## src/rtl/spi_mul_master_if.sv

```systemverilog
// rtl/spi_mul_master_if.sv - host and SPI signal bundle for the serial multiplier master
interface spi_mul_master_if;
  logic        start;
  logic [2:0]  opcode;
  logic [31:0] opa;
  logic [31:0] opb;
  logic        busy;
  logic        done;
  logic [31:0] result;
  logic        nss;
  logic        sclk;
  logic        mosi;
  logic        miso;

  modport master (
    input  start, opcode, opa, opb, miso,
    output busy, done, result, nss, sclk, mosi
  );

  modport slave (
    output start, opcode, opa, opb, miso,
    input  busy, done, result, nss, sclk, mosi
  );
endinterface

```

## src/rtl/spi_mul_master.sv

```systemverilog
// rtl/spi_mul_master.sv - SPI master sending a 67-bit command frame and reading back a 32-bit result
module spi_mul_master #(
  parameter int HALF_DIV   = 1,
  parameter int GAP_CYCLES = 4
) (
  input  logic              clock,
  input  logic              reset,
  spi_mul_master_if.master  bus
);

  localparam int CMAX = (HALF_DIV > GAP_CYCLES) ? HALF_DIV : GAP_CYCLES;
  localparam int CW   = (CMAX > 1) ? $clog2(CMAX) : 1;
  localparam logic [CW-1:0] HALF_LAST = CW'(HALF_DIV - 1);
  localparam logic [CW-1:0] GAP_LAST  = CW'(GAP_CYCLES - 1);

  typedef enum logic [2:0] {IDLE, SETUP, TX, GAP, RX, DONE} state_t;

  state_t          state;
  logic [66:0]     sh;
  logic [31:0]     rsh;
  logic [6:0]      bit_cnt;
  logic [CW-1:0]   div_cnt;
  logic            busy_r;
  logic            done_r;
  logic [31:0]     result_r;
  logic            nss_r;
  logic            sclk_r;
  logic            mosi_r;

  assign bus.busy   = busy_r;
  assign bus.done   = done_r;
  assign bus.result = result_r;
  assign bus.nss    = nss_r;
  assign bus.sclk   = sclk_r;
  assign bus.mosi   = mosi_r;

  always_ff @(posedge clock or negedge reset) begin
    if (!reset) begin
      state    <= IDLE;
      sh       <= '0;
      rsh      <= '0;
      bit_cnt  <= '0;
      div_cnt  <= '0;
      busy_r   <= 1'b0;
      done_r   <= 1'b0;
      result_r <= '0;
      nss_r    <= 1'b1;
      sclk_r   <= 1'b0;
      mosi_r   <= 1'b0;
    end else begin
      done_r <= 1'b0;
      case (state)
        IDLE: begin
          if (bus.start) begin
            sh      <= {bus.opcode, bus.opa, bus.opb};
            mosi_r  <= bus.opcode[2];
            nss_r   <= 1'b0;
            sclk_r  <= 1'b0;
            busy_r  <= 1'b1;
            div_cnt <= '0;
            state   <= SETUP;
          end
        end
        SETUP: begin
          if (div_cnt == HALF_LAST) begin
            div_cnt <= '0;
            bit_cnt <= '0;
            state   <= TX;
          end else begin
            div_cnt <= div_cnt + CW'(1);
          end
        end
        TX: begin
          if (div_cnt != HALF_LAST) begin
            div_cnt <= div_cnt + CW'(1);
          end else begin
            div_cnt <= '0;
            if (!sclk_r) begin
              sclk_r <= 1'b1;
            end else if (bit_cnt == 7'd66) begin
              sclk_r <= 1'b0;
              nss_r  <= 1'b1;
              mosi_r <= 1'b0;
              state  <= GAP;
            end else begin
              // rotate so the next bit lands in sh[66]; mosi only moves on the falling edge
              sclk_r  <= 1'b0;
              mosi_r  <= sh[65];
              sh      <= {sh[65:0], sh[66]};
              bit_cnt <= bit_cnt + 7'd1;
            end
          end
        end
        GAP: begin
          if (div_cnt == GAP_LAST) begin
            div_cnt <= '0;
            bit_cnt <= '0;
            nss_r   <= 1'b0;
            state   <= RX;
          end else begin
            div_cnt <= div_cnt + CW'(1);
          end
        end
        RX: begin
          if (div_cnt != HALF_LAST) begin
            div_cnt <= div_cnt + CW'(1);
          end else begin
            div_cnt <= '0;
            if (!sclk_r) begin
              sclk_r <= 1'b1;
              rsh    <= {rsh[30:0], bus.miso};
            end else if (bit_cnt == 7'd31) begin
              sclk_r   <= 1'b0;
              nss_r    <= 1'b1;
              result_r <= rsh;
              busy_r   <= 1'b0;
              done_r   <= 1'b1;
              state    <= DONE;
            end else begin
              sclk_r  <= 1'b0;
              bit_cnt <= bit_cnt + 7'd1;
            end
          end
        end
        DONE: begin
          state <= IDLE;
        end
        default: begin
          state <= IDLE;
        end
      endcase
    end
  end

endmodule
```

## src/flat_wrapper.sv

```systemverilog
// flat-port wrapper written by rule: the top's interface ports become plain ports
module spi_mul_master_flat 
#(
  parameter int HALF_DIV   = 1,
  parameter int GAP_CYCLES = 4
)
  (clock, reset, bus_start, bus_opcode, bus_opa, bus_opb, bus_miso, bus_busy, bus_done, bus_result, bus_nss, bus_sclk, bus_mosi);
  spi_mul_master_if bus_i ();
  input  logic clock;
  input  logic reset;
  input wire logic [$bits(bus_i.start)-1:0] bus_start;
  input wire logic [$bits(bus_i.opcode)-1:0] bus_opcode;
  input wire logic [$bits(bus_i.opa)-1:0] bus_opa;
  input wire logic [$bits(bus_i.opb)-1:0] bus_opb;
  input wire logic [$bits(bus_i.miso)-1:0] bus_miso;
  output wire logic [$bits(bus_i.busy)-1:0] bus_busy;
  output wire logic [$bits(bus_i.done)-1:0] bus_done;
  output wire logic [$bits(bus_i.result)-1:0] bus_result;
  output wire logic [$bits(bus_i.nss)-1:0] bus_nss;
  output wire logic [$bits(bus_i.sclk)-1:0] bus_sclk;
  output wire logic [$bits(bus_i.mosi)-1:0] bus_mosi;
  assign bus_i.start = bus_start;
  assign bus_i.opcode = bus_opcode;
  assign bus_i.opa = bus_opa;
  assign bus_i.opb = bus_opb;
  assign bus_i.miso = bus_miso;
  assign bus_busy = bus_i.busy;
  assign bus_done = bus_i.done;
  assign bus_result = bus_i.result;
  assign bus_nss = bus_i.nss;
  assign bus_sclk = bus_i.sclk;
  assign bus_mosi = bus_i.mosi;
  spi_mul_master #(.HALF_DIV(HALF_DIV), .GAP_CYCLES(GAP_CYCLES)) u_core (.clock(clock), .reset(reset), .bus(bus_i));
endmodule
```

## config.mk

```make
export PLATFORM = sky130hd
export DESIGN_NAME = spi_mul_master_flat
export DESIGN_NICKNAME = d
export VERILOG_FILES = /design/src/rtl/spi_mul_master_if.sv /design/src/rtl/spi_mul_master.sv /design/src/flat_wrapper.sv
export SDC_FILE = /design/constraint.sdc
export NUM_CORES = 1
export LEC_CHECK = 0
export CORE_UTILIZATION = 30
export DETAILED_ROUTE_END_ITERATION = 16
export GPL_TIMING_DRIVEN = 1
export PLACE_DENSITY = 0.61
export SLEW_MARGIN = 20
export SYNTH_ARGS = -nofsm -noshare
export SYNTH_HDL_FRONTEND = slang
export SYNTH_SLANG_ARGS = --single-unit
```

## constraint.sdc

```tcl
create_clock -name clock -period 2.1 [get_ports clock]
set_input_delay 0.21 -clock clock [delete_from_list [all_inputs] [get_ports clock]]
set_output_delay 0.21 -clock clock [all_outputs]
set_load 0.01 [all_outputs]
```

==> flow_summary.yaml, run 1 <==
floorplan:
  start_util: 0.306
  dieArea_mm2: 0.0229
  num_rows: 54
  fp.coreArea_mm2: 0.0218
  die_y_um: 151
  die_w_um: 151
  io_pins: 108
clocking:
  cts_buffers: 17
  clk_path_buf_depth: 2
  cts_root_buf: "clkbuf_16"
  clock_latency_ps: 420
  cts_tree: "done"
  cts_num_sinks: 148
  htree_levels: 4
  post-cts-setup-buffers: 0
  path_clk_slew_ps: 60
critical_path:
  critPathKind: "reg -> reg"
  crit_buf_inv: 1
  rr_startpoint: "u_core.div_cnt[0]"
  slowest_stage: "dfrtp_1"
  critPathTopFamily: "flip-flops"
  critical_path.max_fanout: 6
  path_cells: "inv_1 -> ha_1 -> nand3b_1 -> a311oi_2 -> or2_4 -> o21ai_1 -> mux2_1"
  r2r_setup_slack_ps: 180
  worst_r2r_path_depth: 7
  worst_setup_path_start_kind: "flip-flop"
  r2r-end: "u_core.bit_cnt[1]"
  critPathCaptureType: "flip-flop"
  slowest_delay_ps: 420
  crit_arrival_ps: 2220
  cp_data_required_time_ps: 2400
  worstSetupStartpoint: "u_core.div_cnt[0]"
placement:
  dpl.hpwl_um: 9120
  io_buffers: 107
  place.gp.congestion: 0.748
yosys:
  synth_area_leader_cell: "dfrtp_1"
  synth.net_count: 641
  synthTopCellsByArea: "dfrtp_1 (55%), mux2i_1 (10%), mux2_2 (6.1%)"
  yosys_warnings: 0
  synth_seq_cells: 148
  synth_edf_count: 0
  seq_area_frac_synth: 0.555
  synthArstFlopShare: 1.00
  avgSynthCellArea_um2: 11.8
  syn-cell-area_mm2: 0.00668
  synth_cells: 565
  synth_top_area_frac: 0.551
  synth_ff_type: "dfrtp_1"
  synth_cell_types: 55
layout:
  final_core_util: 0.404
  drive_gt1_frac: 0.152
  antennaDiodeCount: 0
  n_fill_cell: 2090
  areaGrowthSynthToFinish_pct: 32.0
  fin_nets: 755
run_status:
  status: "completed"
routing:
  drtIter0Drc: 203
  wl_per_cell_um: 14.3
  viasPerCell: 4.60
  route.detailed.drc: 0
  vias: 4474
  dr.pass1.iters: 4
  wl_um: 13900
  antenna_left: 0
sta:
  fmax_mhz: 520
  period_needed_ps: 1920
  finalSetupViolations: 0
  worst_slew_pin_slew_ps: 530
  maxSlewViolCount: 0
  fin_crit_sh: 0.916
  clock_skew_ps: 13.2
  grt_setup_unrepaired: "false"
  hold_viol_final: 0
  fin_setup_tns_ps: 0
  relSlewSlack: 0.647
power:
  peakVddDrop_uv: 533
  leakagePower_nw: 4.33
  power.density_mw_per_mm2: 712
global_route:
  grt_pass1_wl_um: 22900
  grt_pass1_vias: 4552
  grt_max_degree: 70
  grt_overflow_total: 0
  antenna_found_initial: 0
  grtUsageTotal: 0.130
min_path:
  hold_class: "in -> async"
run:
  drv_cap: 0
==> routing by layer <==
| layer | vias to the layer above | GRT usage | share of wire |
|---|---|---|---|
| met4 | 0 | 0.0420 | 0.011 |
| met3 | 12 | 0.0482 | 0.074 |
| met5 | - | 0 | 0 |
| met2 | 114 | 0.188 | 0.42 |
| li1 | 2228 | - | - |
| met1 | 2120 | 0.176 | 0.50 |
==> sequential cells by signal, indices dropped and copies added (netlist names) <==
register           cells
u_core.sh             67
u_core.bus.result     32
u_core.rsh            32
u_core.bit_cnt         7
u_core.state           3
u_core.div_cnt         2
u_core.bus.busy        1
u_core.bus.done        1
u_core.bus.mosi        1
u_core.bus.nss         1
u_core.bus.sclk        1
==> cells in the final DEF (no fill, tap or decap), drive strengths merged, types with 5 or more instances in the layout <==
master / n
dfrtp: 147
clkdlybuf4s50: 106
nand2: 77
o21ai: 75
mux2i: 68
mux2: 67
buf: 25
clkbuf: 20
a21oi: 11
nor2: 10
inv: 8
nor2b: 5
ha: 5
==> cell usage after synthesis, types with 3 or more instances <==
cell,instances
dfrtp_1,147
nand2_1,76
mux2i_1,68
o21ai_0,40
mux2_2,36
o21ai_1,34
mux2_1,31
buf_2,15
a21oi_1,11
buf_4,8
clkbuf_1,8
inv_1,7
nor2_1,7
ha_1,5
nor2b_1,5
buf_6,4
o2bb2ai_1,4
a31oi_1,3
nand3_1,3
nand4_1,3
nor2_2,3
nor3_1,3
nor3b_1,3
or2_2,3
==> worst max path at each step <==
stage                                    to  cells past startpoint
after CTS                 u_core.bit_cnt[1]                      7
after detailed placement  u_core.bit_cnt[1]                      7
after global placement    u_core.bit_cnt[1]                      7
final                     u_core.bit_cnt[1]                      7
after global routing      u_core.bit_cnt[6]                      7
after floorplan           u_core.bit_cnt[1]                      9
==> power breakdown <==
group	switching, mW	internal, mW
sequential	0.000650	2.85
combinational	0.0818	0.129
clock	1.19	2.02
total	1.27	5.01
==> cell families after synthesis <==
| family | share of synthesized area |
|---|---|
| buf+inv | 0.0371 |
| compound gates | 0.100 |
| simple gates | 0.0813 |
| flops | 0.555 |
| mux | 0.215 |
| xor+xnor | 0.00262 |
| fa+ha+maj | 0.00937 |
==> through the flow <==
| stage | std cells | total power [mW] | hold slack, ps | area (um2) | setup WS [ps] |
|---|---|---|---|---|---|
| floorplan | 565 | 2.91 | -85.6 | 6680 | 205 |
| global placement | 939 | 3.12 | 224 | 8170 | 185 |
| detailed placement | 939 | 3.12 | 226 | 8170 | 148 |
| CTS | 972 | 6.38 | 332 | 8810 | 130 |
| global route | 972 | 6.53 | 344 | 8820 | 11.0 |
| finish | 972 | 6.28 | 330 | 8820 | 176 |
==> what timing repair did <==
action / in CTS / in global routing
hold buffers: 1 / 0
hold endpoints to repair: 51 / 0
resized for setup: 0 / 2
setup endpoints to repair: 0 / 3
==> final cells by class <==
class	instances	area, um2	area share
clock buffers	20	447	0.0507
inverters	7	26.3	0.00298
clock inverters	12	179	0.0203
well taps	280	350	0.0397
repair buffers	132	1360	0.155
multi-input cells	373	2750	0.312
flip-flops and latches	148	3700	0.420
(Power assumes the default switching activity.)
==> inputs of run 2 (changes only) <==
--- a/config.mk
+++ b/config.mk
@@ -7,7 +7,6 @@
 export LEC_CHECK = 0
 export CORE_UTILIZATION = 30
 export DETAILED_ROUTE_END_ITERATION = 16
-export GPL_TIMING_DRIVEN = 1
 export PLACE_DENSITY = 0.61
 export SLEW_MARGIN = 20
 export SYNTH_ARGS = -nofsm -noshare
==> results of run 2 <==
Final layout, timing and power as in run 1 (identical DEF).
==> inputs of run 3 (changes only) <==
--- a/config.mk
+++ b/config.mk
@@ -8,7 +8,6 @@
 export CORE_UTILIZATION = 30
 export DETAILED_ROUTE_END_ITERATION = 16
 export PLACE_DENSITY = 0.61
-export SLEW_MARGIN = 20
 export SYNTH_ARGS = -nofsm -noshare
 export SYNTH_HDL_FRONTEND = slang
 export SYNTH_SLANG_ARGS = --single-unit
==> results of run 3 <==
Final layout, timing and power as in run 1 (identical DEF).
